[config.mk]
export PLATFORM = sky130hd
export DESIGN_NAME = nes_reader_flat
export DESIGN_NICKNAME = d
export VERILOG_FILES = /design/src/rtl/nes_reader_if.sv /design/src/rtl/nes_reader.sv /design/src/flat_wrapper.sv
export SDC_FILE = /design/constraint.sdc
export NUM_CORES = 1
export LEC_CHECK = 0
export ABC_CLOCK_PERIOD_IN_PS = 2200
export CAP_MARGIN = 20
export CORE_MARGIN = 4
export CORE_UTILIZATION = 35
export DETAILED_ROUTE_END_ITERATION = 6
export PLACE_DENSITY = 0.54
export SLEW_MARGIN = 20
export SYNTH_ARGS = -nofsm -noshare
export SYNTH_HDL_FRONTEND = slang
export SYNTH_SLANG_ARGS = --single-unit
[constraint.sdc]
create_clock -name clk -period 2.2 [get_ports clk]
set_input_delay 0.22 -clock clk [delete_from_list [all_inputs] [get_ports clk]]
set_output_delay 0.22 -clock clk [all_outputs]
set_load 0.03 [all_outputs]
[src/rtl/nes_reader_if.sv]
// NES controller reader signal bundle: host-side enable/data in, latch/clock
// strobes and decoded button frame out.
interface nes_reader_if;
  logic       en;
  logic       nes_data;
  logic       nes_latch;
  logic       nes_clk;
  logic [7:0] buttons;
  logic       valid;
  logic       busy;

  modport master (
    output en, nes_data,
    input  nes_latch, nes_clk, buttons, valid, busy
  );

  modport slave (
    input  en, nes_data,
    output nes_latch, nes_clk, buttons, valid, busy
  );
endinterface

[src/rtl/nes_reader.sv]
// Periodic NES controller poller: latches the pad, shifts out 8 active-low
// bits on a 6 us tick grid and presents them as an active-high button byte.
module nes_reader #(
  parameter int TICK_CYCLES = 600,
  parameter int POLL_TICKS  = 2778,
  parameter int TICK_W      = 10,
  parameter int POLL_W      = 12
) (
  input  logic         clk,
  input  logic         reset,
  nes_reader_if.slave  bus
);

  typedef enum logic [2:0] {IDLE, LATCH, CLK_HI, CLK_LO, DONE} state_e;

  state_e              state_q, state_d;
  logic [TICK_W-1:0]   tcnt_q, tcnt_d;
  logic [POLL_W-1:0]   poll_q, poll_d;
  logic [2:0]          idx_q, idx_d;
  logic [7:0]          shift_q, shift_d;
  logic                half_q, half_d;
  logic                latch_q, latch_d;
  logic                nclk_q, nclk_d;
  logic [7:0]          buttons_q, buttons_d;
  logic                valid_q, valid_d;
  logic                run, tick;

  // Tick timebase keeps running through a frame even if en drops.
  assign run  = bus.en || (state_q != IDLE);
  assign tick = run && (tcnt_q == TICK_W'(TICK_CYCLES - 1));

  always_comb begin
    tcnt_d = tcnt_q;
    if (run) tcnt_d = tick ? '0 : tcnt_q + TICK_W'(1);
  end

  always_comb begin
    state_d = state_q;
    poll_d  = poll_q;
    idx_d   = idx_q;
    shift_d = shift_q;
    half_d  = half_q;
    case (state_q)
      IDLE: begin
        if (tick && bus.en) begin
          if (poll_q == POLL_W'(POLL_TICKS - 1)) begin
            poll_d  = '0;
            half_d  = 1'b0;
            state_d = LATCH;
          end else begin
            poll_d = poll_q + POLL_W'(1);
          end
        end
      end
      LATCH: begin
        if (tick) begin
          if (half_q) begin
            shift_d[0] = bus.nes_data;
            idx_d      = 3'd1;
            state_d    = CLK_HI;
          end else begin
            half_d = 1'b1;
          end
        end
      end
      CLK_HI: begin
        if (tick) begin
          shift_d[idx_q] = bus.nes_data;
          state_d        = CLK_LO;
        end
      end
      CLK_LO: begin
        if (tick) begin
          if (idx_q == 3'd7) begin
            state_d = DONE;
          end else begin
            idx_d   = idx_q + 3'd1;
            state_d = CLK_HI;
          end
        end
      end
      DONE:    state_d = IDLE;
      default: state_d = IDLE;
    endcase
  end

  // Strobes are registered from the next state so they line up with it exactly.
  always_comb begin
    latch_d   = (state_d == LATCH);
    nclk_d    = (state_d == CLK_HI);
    valid_d   = (state_d == DONE);
    buttons_d = (state_d == DONE) ? ~shift_q : buttons_q;
  end

  always_ff @(posedge clk or negedge reset) begin
    if (!reset) begin
      state_q   <= IDLE;
      tcnt_q    <= '0;
      poll_q    <= '0;
      idx_q     <= '0;
      shift_q   <= '0;
      half_q    <= 1'b0;
      latch_q   <= 1'b0;
      nclk_q    <= 1'b0;
      buttons_q <= '0;
      valid_q   <= 1'b0;
    end else begin
      state_q   <= state_d;
      tcnt_q    <= tcnt_d;
      poll_q    <= poll_d;
      idx_q     <= idx_d;
      shift_q   <= shift_d;
      half_q    <= half_d;
      latch_q   <= latch_d;
      nclk_q    <= nclk_d;
      buttons_q <= buttons_d;
      valid_q   <= valid_d;
    end
  end

  assign bus.nes_latch = latch_q;
  assign bus.nes_clk   = nclk_q;
  assign bus.buttons   = buttons_q;
  assign bus.valid     = valid_q;
  assign bus.busy      = (state_q != IDLE);

endmodule
[src/flat_wrapper.sv]
// flat-port wrapper written by rule: the top's interface ports become plain ports
module nes_reader_flat 
#(
  parameter int TICK_CYCLES = 600,
  parameter int POLL_TICKS  = 2778,
  parameter int TICK_W      = 10,
  parameter int POLL_W      = 12
)
  (clk, reset, bus_en, bus_nes_data, bus_nes_latch, bus_nes_clk, bus_buttons, bus_valid, bus_busy);
  nes_reader_if bus_i ();
  input  logic clk;
  input  logic reset;
  input wire logic [$bits(bus_i.en)-1:0] bus_en;
  input wire logic [$bits(bus_i.nes_data)-1:0] bus_nes_data;
  output wire logic [$bits(bus_i.nes_latch)-1:0] bus_nes_latch;
  output wire logic [$bits(bus_i.nes_clk)-1:0] bus_nes_clk;
  output wire logic [$bits(bus_i.buttons)-1:0] bus_buttons;
  output wire logic [$bits(bus_i.valid)-1:0] bus_valid;
  output wire logic [$bits(bus_i.busy)-1:0] bus_busy;
  assign bus_i.en = bus_en;
  assign bus_i.nes_data = bus_nes_data;
  assign bus_nes_latch = bus_i.nes_latch;
  assign bus_nes_clk = bus_i.nes_clk;
  assign bus_buttons = bus_i.buttons;
  assign bus_valid = bus_i.valid;
  assign bus_busy = bus_i.busy;
  nes_reader #(.TICK_CYCLES(TICK_CYCLES), .POLL_TICKS(POLL_TICKS), .TICK_W(TICK_W), .POLL_W(POLL_W)) u_core (.clk(clk), .reset(reset), .bus(bus_i));
endmodule
==> results of run 1 <==
-- state kept, by name, summed over array words and instances, names as in the netlist --
name and cells:
u_core.bus.nes_latch 1, u_core.idx_q 3, u_core.poll_q 12, u_core.half_q 1, u_core.bus.valid 1, u_core.bus.nes_clk 1
u_core.state_q 3, u_core.bus.buttons 8, u_core.shift_q 8, u_core.tcnt_q 10
-- placed cells by master (no fill, tap or decap), types with 3 or more instances in the layout --
cell and count:
sky130_fd_sc_hd__and3_1 7, sky130_fd_sc_hd__buf_4 11, sky130_fd_sc_hd__clkbuf_8 6, sky130_fd_sc_hd__clkdlybuf4s50_1 14, sky130_fd_sc_hd__dfrtp_1 48, sky130_fd_sc_hd__ha_1 5
sky130_fd_sc_hd__inv_1 5, sky130_fd_sc_hd__mux2_2 8, sky130_fd_sc_hd__nand2_1 24, sky130_fd_sc_hd__nand3_1 4, sky130_fd_sc_hd__nand4_1 8, sky130_fd_sc_hd__nor2_1 14
sky130_fd_sc_hd__nor3_1 5, sky130_fd_sc_hd__nor4b_2 3, sky130_fd_sc_hd__o21ai_0 23, sky130_fd_sc_hd__xnor2_1 6, sky130_fd_sc_hd__xor2_1 5
-- per-layer routing --
metal,vias up,GRT usage (%),wire (um)
met5,-,0,0
met4,0,4.40,66
met3,5,3.26,119
met2,21,19.6,1980
met1,772,17.3,2220
li1,805,-,-
-- how the worst max path moves through the flow --
stage | startpoint | end | depth (start not counted)
finish | u_core.state_q[0]$_DFF_PN0_ | bus_busy | 3
detailed placement | bus_en | u_core.poll_q[11]$_DFFE_PN0P_ | 8
global route | u_core.state_q[0]$_DFF_PN0_ | bus_busy | 3
floorplan | u_core.tcnt_q[5]$_DFFE_PN0P_ | u_core.shift_q[6]$_DFFE_PN0P_ | 5
CTS | u_core.tcnt_q[0]$_DFFE_PN0P_ | u_core.poll_q[6]$_DFFE_PN0P_ | 8
global placement | bus_en | u_core.shift_q[6]$_DFFE_PN0P_ | 6
-- stage by stage --
step                      hold slack, ns  worst slack [ns]  cell area, sq um
after floorplan                  -0.0756             0.199              2280
after global placement             0.372            0.0497              2570
after detailed placement           0.366           0.00775              2570
after CTS                         0.0368             0.113              2670
after global routing              0.0648           0.00305              2690
final                             0.0110            0.0987              2690
-- worst max-delay path: stages (launching register included) --
cell	delay [ns]
sky130_fd_sc_hd__dfrtp_1	0.48
sky130_fd_sc_hd__nor3_1	0.42
sky130_fd_sc_hd__inv_1	0.08
sky130_fd_sc_hd__clkdlybuf4s50_1	0.60
-- logic make-up after synthesis --
kind of cell             Yosys count  share of synthesized area, %
multiplexers                      10                          4.84
adder cells (fa/ha/maj)            5                          2.75
AO/OA/AOI/OAI                     38                          10.3
flip-flops                        48                          52.7
AND/OR/NAND/NOR                   86                          22.7
XOR/XNOR                          11                          4.23
buffers and inverters             13                          2.47
-- power by group --
group / internal, mW / leakage (nW) / switching, mW
Sequential: 0.945 / 0.637 / 0.0590
Clock: 0.255 / 0.0434 / 0.297
Combinational: 0.106 / 0.507 / 0.116
-- area by class of cell --
class	instances	area, sq um
fillers	594	3660
flip-flops and latches	48	1200
multi-input cells	150	1030
repair buffers	27	239
well taps	77	96.3
clock buffers	6	82.6
inverters	5	18.8
clock inverters	2	15.0
-- timing repair --
item,in CTS,in global routing
endpoints found under the setup margin,0,9
hold buffers,0,0
resized for setup,0,5
buffers inserted,0,1
==> flow_summary_export.csv, run 1 <==
group,metric,value,unit
status,outcome,"completed",
pwr,power.static_leakage,1.19,nW
grt,antenna_violations_before_repair,0,
yosys,most_frequent_cells_after_synthesis,"sky130_fd_sc_hd__dfrtp_1, sky130_fd_sc_hd__nand2_1, sky130_fd_sc_hd__o21ai_0",
yosys,ys_warn_count,0,
drt,detailroute.via_count,1603,
drt,mean_routed_wirelength_per_cell,13.9,um
clock_network,clkTransAtPathRegs,0.09,ns
job,max_cap_viol_count,0,
critical_path,timing.critical_path.fanout_max,8,
yosys,synth.top_cells.by_area,"sky130_fd_sc_hd__dfrtp_1, sky130_fd_sc_hd__o21ai_0, sky130_fd_sc_hd__mux2_2, sky130_fd_sc_hd__nand2_1, sky130_fd_sc_hd__ha_1",
pwr,power.ir.vdd_worst,433,uV
yosys,syn-instance-count,211,
min_path,hp-class,"primary input to async pin",
timing,finalWorstPathRequiredPeriod,2.10,ns
place,detailed_place_hpwl,2.96,mm
die,die_w,88.7,um
critical_path,required,1.98,ns
critical_path,worstSetupPathType,"flop to output port",
layout,post-route-util,42.3,%
timing,finalHoldViolCount,0,
timing,achievable-frequency,476,MHz
yosys,yosys_most_used_dff,"sky130_fd_sc_hd__dfrtp_1",
yosys,synth_seq_cells,48,
grt,grt_overflow_total,0,
clock_network,tritoncts,"done",
timing,worst_slew_margin_rel,59.5,%
clock_network,clkLatencyLatePin,0.30,ns
yosys,number_of_enable_flip_flop_cells_after_synthesis,0,
clock_network,ctsLongestPathBuffers,2,
yosys,syn-cell-area,0.00228,sq mm
critical_path,cp-end-kind,"output port",
layout,fin_cells,315,
clock_network,clock-root-buffer,"sky130_fd_sc_hd__clkbuf_8",
place,place.gp.congestion,0.748,
critical_path,regToRegStartpoint,"u_core.tcnt_q[5]$_DFFE_PN0P_",
yosys,yosys.area.top_type,"sky130_fd_sc_hd__dfrtp_1",
yosys,synthMostInstantiatedCell,"sky130_fd_sc_hd__dfrtp_1",
timing,setup_viol,0,
yosys,synth_cell_type_count,43,
timing,timing.clock.skew,0.00925,ns
drt,vias_per_cell,5.09,
pwr,power_density,662,mW/mm^2
drt,residual_drc_count,0,
clock_network,cts_inserted_buffers,5,
layout,area_growth,17.9,%
critical_path,critical_path.startpoint_type,"flop",
die,die_area,0.00786,sq mm
die,die_height,88.7,um
grt,global_route.usage.total,12.7,%
timing,fin_tns_setup,0,ns
critical_path,reg2reg_depth,5,
layout,finalNetCount,246,
pwr,p_total,1.78,mW
die,fp.coreArea,0.00635,sq mm
drt,detail_route.iter0.violations,44,
yosys,yosysSeqAreaShare,52.7,%
yosys,synth_async_reset_ratio,100,%
timing,period_share,95.5,%
layout,fraction_of_final_layout_cells_with_drive_strength_greater_than_1,16.4,%
clock_network,h-tree-depth,2,
critical_path,timing.rr.end,"u_core.shift_q[6]$_DFFE_PN0P_",
die,fp-row-count,29,
layout,num_antenna_cells,0,
timing,tightest_slew,0.607,ns
place,dp.cells,307,
critical_path,reg2reg_slack,0.11,ns
yosys,synthesis.area_per_instance,10.8,sq um
die,floorplan.initialDensity,35.9,%
drt,detailedRoute.firstPassIterationCount,4,
drt,postRouteAntennaNets,0,
timing,setup_repair_after_global_routing_missed_its_margin,"no",
timing,slew_violations,0,
clock_network,tritoncts_num_sinks,48,
critical_path,cp_data_arrival_time,1.88,ns
grt,grt_max_degree,49,
grt,grt_first_pass_wirelength,7.72,mm
die,boundaryPins,16,
grt,vias_in_the_first_global_route,1652,
yosys,yosys.area.top_type_share,52.7,%
place,io_buffer_count,15,
drt,drt-total-wl,4.38,mm
yosys,synth.net_count,220,
(Power assumes the default switching activity.)
==> inputs of run 2 (changes only) <==
- CORE_UTILIZATION: 35 -> 25
- PLACE_DENSITY: 0.54 -> 0.43
==> flow_summary_export.csv, run 2 (same netlist as run 1, synthesis figures left out) <==
group,metric,value,unit
clock_network,clkLatencyLatePin,0.31,ns
pwr,power.ir.vdd_worst,250,uV
grt,grt_max_degree,30,
critical_path,critical_path.startpoint_type,"flop",
timing,period_share,94.6,%
drt,detailroute.via_count,1634,
drt,postRouteAntennaNets,0,
timing,worst_slew_margin_rel,75.3,%
clock_network,tritoncts,"done",
timing,achievable-frequency,481,MHz
layout,finalNetCount,252,
critical_path,cp-end-kind,"flop",
drt,detail_route.iter0.violations,56,
pwr,p_total,2.00,mW
timing,fin_tns_setup,0,ns
die,die_area,0.0107,sq mm
critical_path,worstSetupPathType,"flop to flop",
layout,largest_registers,"u_core.poll_q: 12 flops, u_core.tcnt_q: 10 flops",
timing,timing.hold.ws,0.227,ns
critical_path,timing.critical_path.fanout_max,7,
critical_path,cp_data_arrival_time,2.28,ns
grt,global_route.usage.total,9.32,%
clock_network,ctsLongestPathBuffers,2,
pwr,power_density,709,mW/mm^2
layout,fin_cells,352,
die,boundaryPins,16,
clock_network,cts_inserted_buffers,5,
critical_path,worstPathCellList,"ha_2 > nand2_1 > nor4_4 > buf_4 > nand2_2 > and4bb_2 > mux2_2",
die,die_height,103,um
timing,timing.clock.skew,0.0161,ns
clock_network,post-cts-setup-buffer-count,0,
critical_path,reg2reg_slack,0.12,ns
timing,setup_repair_after_global_routing_missed_its_margin,"no",
timing,tightest_slew,0.371,ns
critical_path,critical-path-max-stage-delay,0.41,ns
layout,layout.cells.most_common,"sky130_fd_sc_hd__dfrtp_1",
critical_path,reg2reg_depth,7,
layout,fraction_of_final_layout_cells_with_drive_strength_greater_than_1,17.6,%
place,dp.cells,343,
timing,finalWorstPathRequiredPeriod,2.08,ns
die,fp.coreArea,0.00881,sq mm
timing,slew_violations,0,
layout,max_reg_flops,12,
place,place.gp.congestion,0.704,
place,placed_area,0.00266,sq mm
grt,antenna_violations_before_repair,0,
grt,vias_in_the_first_global_route,1620,
layout,final_area,0.00282,sq mm
clock_network,h-tree-depth,2,
drt,drt-total-wl,4.60,mm
place,io_buffer_count,15,
clock_network,tritoncts_num_sinks,48,
layout,num_antenna_cells,0,
place,detailed_place_hpwl,3.30,mm
clock_network,clkTransAtPathRegs,0.10,ns
drt,residual_drc_count,0,
timing,finalHoldViolCount,0,
grt,grt_first_pass_wirelength,7.91,mm
drt,mean_routed_wirelength_per_cell,13.1,um
critical_path,timing.rr.end,"u_core.shift_q[6]$_DFFE_PN0P_",
layout,area_growth,23.6,%
layout,top_register,"u_core.poll_q",
drt,vias_per_cell,4.64,
pwr,power.static_leakage,1.25,nW
critical_path,timing.critical_path.slowest_stage_cell,"sky130_fd_sc_hd__dfrtp_1",
layout,final_cell_mix,"sky130_fd_sc_hd__dfrtp_1, sky130_fd_sc_hd__nand2_1, sky130_fd_sc_hd__o21ai_0",
timing,setup_viol,0,
min_path,hp-class,"primary input to async pin",
grt,grt_overflow_total,0,
die,die_w,103,um
critical_path,regToRegStartpoint,"u_core.tcnt_q[0]$_DFFE_PN0P_",
drt,detailedRoute.firstPassIterationCount,4,
die,fp-row-count,34,
critical_path,required,2.40,ns
clock_network,clock-root-buffer,"sky130_fd_sc_hd__clkbuf_8",
status,outcome,"completed",
job,max_cap_viol_count,0,
die,floorplan.initialDensity,25.9,%
run 2: cell count changes in the layout (fill, tap and decap cells not counted), sizes merged:
| cell | delta |
|---|---|
| buf | +5 |
| bufinv | +2 |
| clkbuf | -1 |
| clkinvlp | -2 |
| dlygate4sd3 | +1 |
| inv | +1 |
run 2: routing by layer:
layer	wire length, um	vias up	global-route usage (%)
met3	139	5	2.55
met2	2000	17	13.9
met4	42	0	2.39
met5	0	-	0
li1	-	819	-
met1	2420	793	13.4
run 2: worst max-delay path, delay by kind of cell (launching register included):
kind                       cells  cell delay [ns]
and+or+nand+nor                4             0.84
DFF                            1             0.41
adders and majority gates      1             0.22
muxes                          1             0.32
buffers and inverters          1             0.19
run 2: how the worst max path moves through the flow:
stage          depth (start not counted)                       endpoint  slack [ns]                    startpoint
6_report                               7  u_core.shift_q[6]$_DFFE_PN0P_        0.12  u_core.tcnt_q[0]$_DFFE_PN0P_
5_1_grt                                7  u_core.shift_q[4]$_DFFE_PN0P_      0.0001  u_core.tcnt_q[0]$_DFFE_PN0P_
4_1_cts                                4                       bus_busy        0.04   u_core.state_q[0]$_DFF_PN0_
3_5_place_dp                           7  u_core.shift_q[6]$_DFFE_PN0P_       -0.04                        bus_en
3_3_place_gp                           7  u_core.shift_q[6]$_DFFE_PN0P_       -0.03                        bus_en
2_1_floorplan                          5  u_core.shift_q[6]$_DFFE_PN0P_        0.20  u_core.tcnt_q[5]$_DFFE_PN0P_
run 2: layout make-up:
cell class	count	area, sq um
multi-input combinational	150	1030
sequential	48	1200
tap	108	135
timing repair buffer	33	295
inverter	5	18.8
clock buffer	5	68.8
fill	905	5990
clock inverter	3	68.8
run 2: what timing repair did:
action | CTS | global route
gates resized for setup | 0 | 2
hold endpoints to repair | 44 | 0
hold buffers | 1 | 0
setup endpoints to repair | 0 | 5
run 2: where the power goes:
group	switching [mW]	internal (mW)
sequential	0.0588	0.945
clock	0.322	0.458
combinational	0.114	0.100
run 2: through the flow:
step	setup slack [ns]	utilization, %
3_5_place_dp	-0.0392	30.2
6_report	0.119	32.0
2_1_floorplan	0.199	-
5_1_grt	0.000137	32.0
4_1_cts	0.0411	31.9
3_3_place_gp	-0.0334	30.2
==> RTL change, RTL diff (settings of run 2) <==
Encoding of `state_e`: now one-hot (5 bits for 5 states).
--- a/src/rtl/nes_reader.sv
+++ b/src/rtl/nes_reader.sv
@@ -11,7 +11,7 @@
   nes_reader_if.slave  bus
 );
 
-  typedef enum logic [2:0] {IDLE, LATCH, CLK_HI, CLK_LO, DONE} state_e;
+  typedef enum logic [4:0] {IDLE = 5'b00001, LATCH = 5'b00010, CLK_HI = 5'b00100, CLK_LO = 5'b01000, DONE = 5'b10000} state_e;
 
   state_e              state_q, state_d;
   logic [TICK_W-1:0]   tcnt_q, tcnt_d;
Behaviour: same outputs for any inputs over 10 cycles, from zero or initial values and one cycle with reset low; not proved beyond that.
==> RTL change against run 2 <==
Cell count is 18% higher. Total power fell by 11%. Via count up 15%. Sequential cell count rose by 2. Synthesized cell count increased by 14%. Highest routed layer unchanged. Worst setup slack lost 85 ps. Global-route usage increased by 0.41 points. Routed wire length is 13% higher. Largest cell class unchanged. Synthesized area increased by 6.2%. Sequential share of layout area shrank 1.9 points. Worst hold slack improved by 210 ps. Final area grew 9.0%.
==> RTL change: results (changes against run 2) <==
| Metric | Value |
|---|---|
| First-pass GRT wire length | 8942 um (was 7907 um) |
| Critical Path AT | 2370 ps (was 2280 ps) |
| Netlist cell types | 40 (was 43) |
| Final wirelength | 5176 um (was 4597 um) |
| Slowest cell on the critical path | or3b_4 (was dfrtp_1) |
| 1st-pass router iterations | 4 (unchanged) |
| Synth top area cells | dfrtp_1 51%, o21ai_0 5.0%, nand2_1 4.2% (was dfrtp_1 53%, o21ai_0 5.3%, mux2_2 4.0%) |
| Nets@finish | 294 (was 252) |
| Hpwl dp | 3837 um (was 3299 um) |
| Deepest clock path buffer count | 2 (unchanged) |
| Clock buffer count from CTS | 5 (unchanged) |
| H-tree Lvls | 2 (unchanged) |
| Crit Path Max Fanout | 2 (was 7) |
| Clk_skew | 4.271 ps (was 16.13 ps) |
| # port buffers | 15 (unchanged) |
| Lkg Pwr | 1.329 nW (was 1.249 nW) |
| Postcts setup bufs | 0 (unchanged) |
| Max_slew headroom | 60.68% (was 75.29%) |
| R2r worst-path depth | 5 (was 7) |
| Post-DP Area | 2923 um2 (was 2660 um2) |
| GR Util All Layers | 9.728% (was 9.323%) |
| Iter 0 DRT Violations | 46 (was 56) |
| Leading cell types by count after synthesis | 49 x dfrtp_1, 27 x nand2_1, 24 x o21ai_0 (was 48 x dfrtp_1, 24 x nand2_1, 24 x o21ai_0) |
| Skew-Pair Late Insertion Delay | 310 ps (about the same) |
| Worst hold-check path type | primary input to async pin (unchanged) |
| Post-synthesis sequential area ratio | 51.78% (was 52.75%) |
| N_diodes | 0 (unchanged) |
| Antenna violations before repair | 0 (unchanged) |
| Final GP Congestion | 0.7391 (was 0.7042) |
| Family with the most delay on the worst path | simple AND/OR/NAND/NOR gates (unchanged) |
| Filler Cell Count | 977 (was 905) |
| Outcome | finished clean (unchanged) |
| Largest regs | u_core.poll_q: 12 flops, u_core.tcnt_q: 10 flops (unchanged) |
| Layout cells sized above 1 | 18.88% (was 17.62%) |
| CTS clock-pin slew for the worst setup and hold paths | 100 ps (about the same) |
| Mapped Nets | 249 (was 220) |
| Routed via count | 1873 (was 1634) |
| VDD IR max | 0.2092 mV (was 0.2495 mV) |
| Pin count of the biggest net entering global routing | 28 (was 30) |
| Async S/R FF share, synth | 100.0% (unchanged) |
## RTL change: changes by cell type in the layout (fill, tap and decap cells not counted), sizes merged, moves of 3 or more
cell / change
buf: +10
nand2b: +3
nand3: +8
nand4: -4
nor2: +8
nor3: +4
nor4b: -3
o31ai: +4
xnor2: -4
xor2: +3
## RTL change: final timing paths
| path | startpoint | to | slack, ps |
|---|---|---|---|
| worst max-delay path | u_core.tcnt_q[5] | u_core.shift_q[0] | 30 |
| worst min-delay path | reset | u_core.tcnt_q[3] | 440 |
| worst max register to register | u_core.tcnt_q[5] | u_core.shift_q[0] | 30 |
| worst min register to register | u_core.shift_q[7] | u_core.bus.buttons[7] | 470 |
| max in group asynchronous | reset | u_core.state_q[0] | 1130 |
| min in group clk | u_core.shift_q[7] | u_core.bus.buttons[7] | 470 |
## RTL change: cell type report
class	count	area, um2	area share, %
flip-flops and latches	50	1252	40.81
repair buffers	43	372.9	12.15
clock inverters	3	28.78	0.9376
inverters	5	18.77	0.6115
well taps	129	161.4	5.259
multi-input cells	180	1166	37.99
clock buffers	5	68.82	2.242
## RTL change: cells by family after synthesis
family                   share of synthesized area (%)
multiplexers                                     4.553
AO/OA/AOI/OAI                                    11.59
XOR/XNOR                                         3.622
buffers and inverters                            1.603
AND/OR/NAND/NOR                                  24.26
adder cells (fa/ha/maj)                          2.587
flip-flops                                       51.79
## RTL change: per-stage QoR
stage | instances | utilization (%) | TNS (ps) | setup WS (ps)
2_1_floorplan | 240 | - | -130.4 | -130.4
6_report | 415 | 32.90 | 0 | 34.06
3_3_place_gp | 406 | 31.33 | 0 | 5.070
4_1_cts | 415 | 32.64 | 0 | 1.775
5_1_grt | 415 | 32.90 | -10.49 | -10.49
3_5_place_dp | 406 | 31.33 | -53.98 | -53.98
## RTL change: metal layers
layer  vias up  global-route usage (%)  wire, um
met2        19                   15.16      2313
met5         -                       0         0
met3         5                   2.064       142
met4         0                   3.238        50
met1       885                   13.39      2670
li1        964                       -         -
## RTL change: timing repair
action,4_1_cts,5_1_grt
resized for setup,3,6
setup endpoints to repair,2,11
pin swaps,1,0
hold endpoints to repair,23,0
hold buffers,1,0
## RTL change: report_power, final
group          switching [W]  internal, W
Clock               0.000344     0.000239
Combinational      0.0000951    0.0000985
Sequential         0.0000312     0.000964
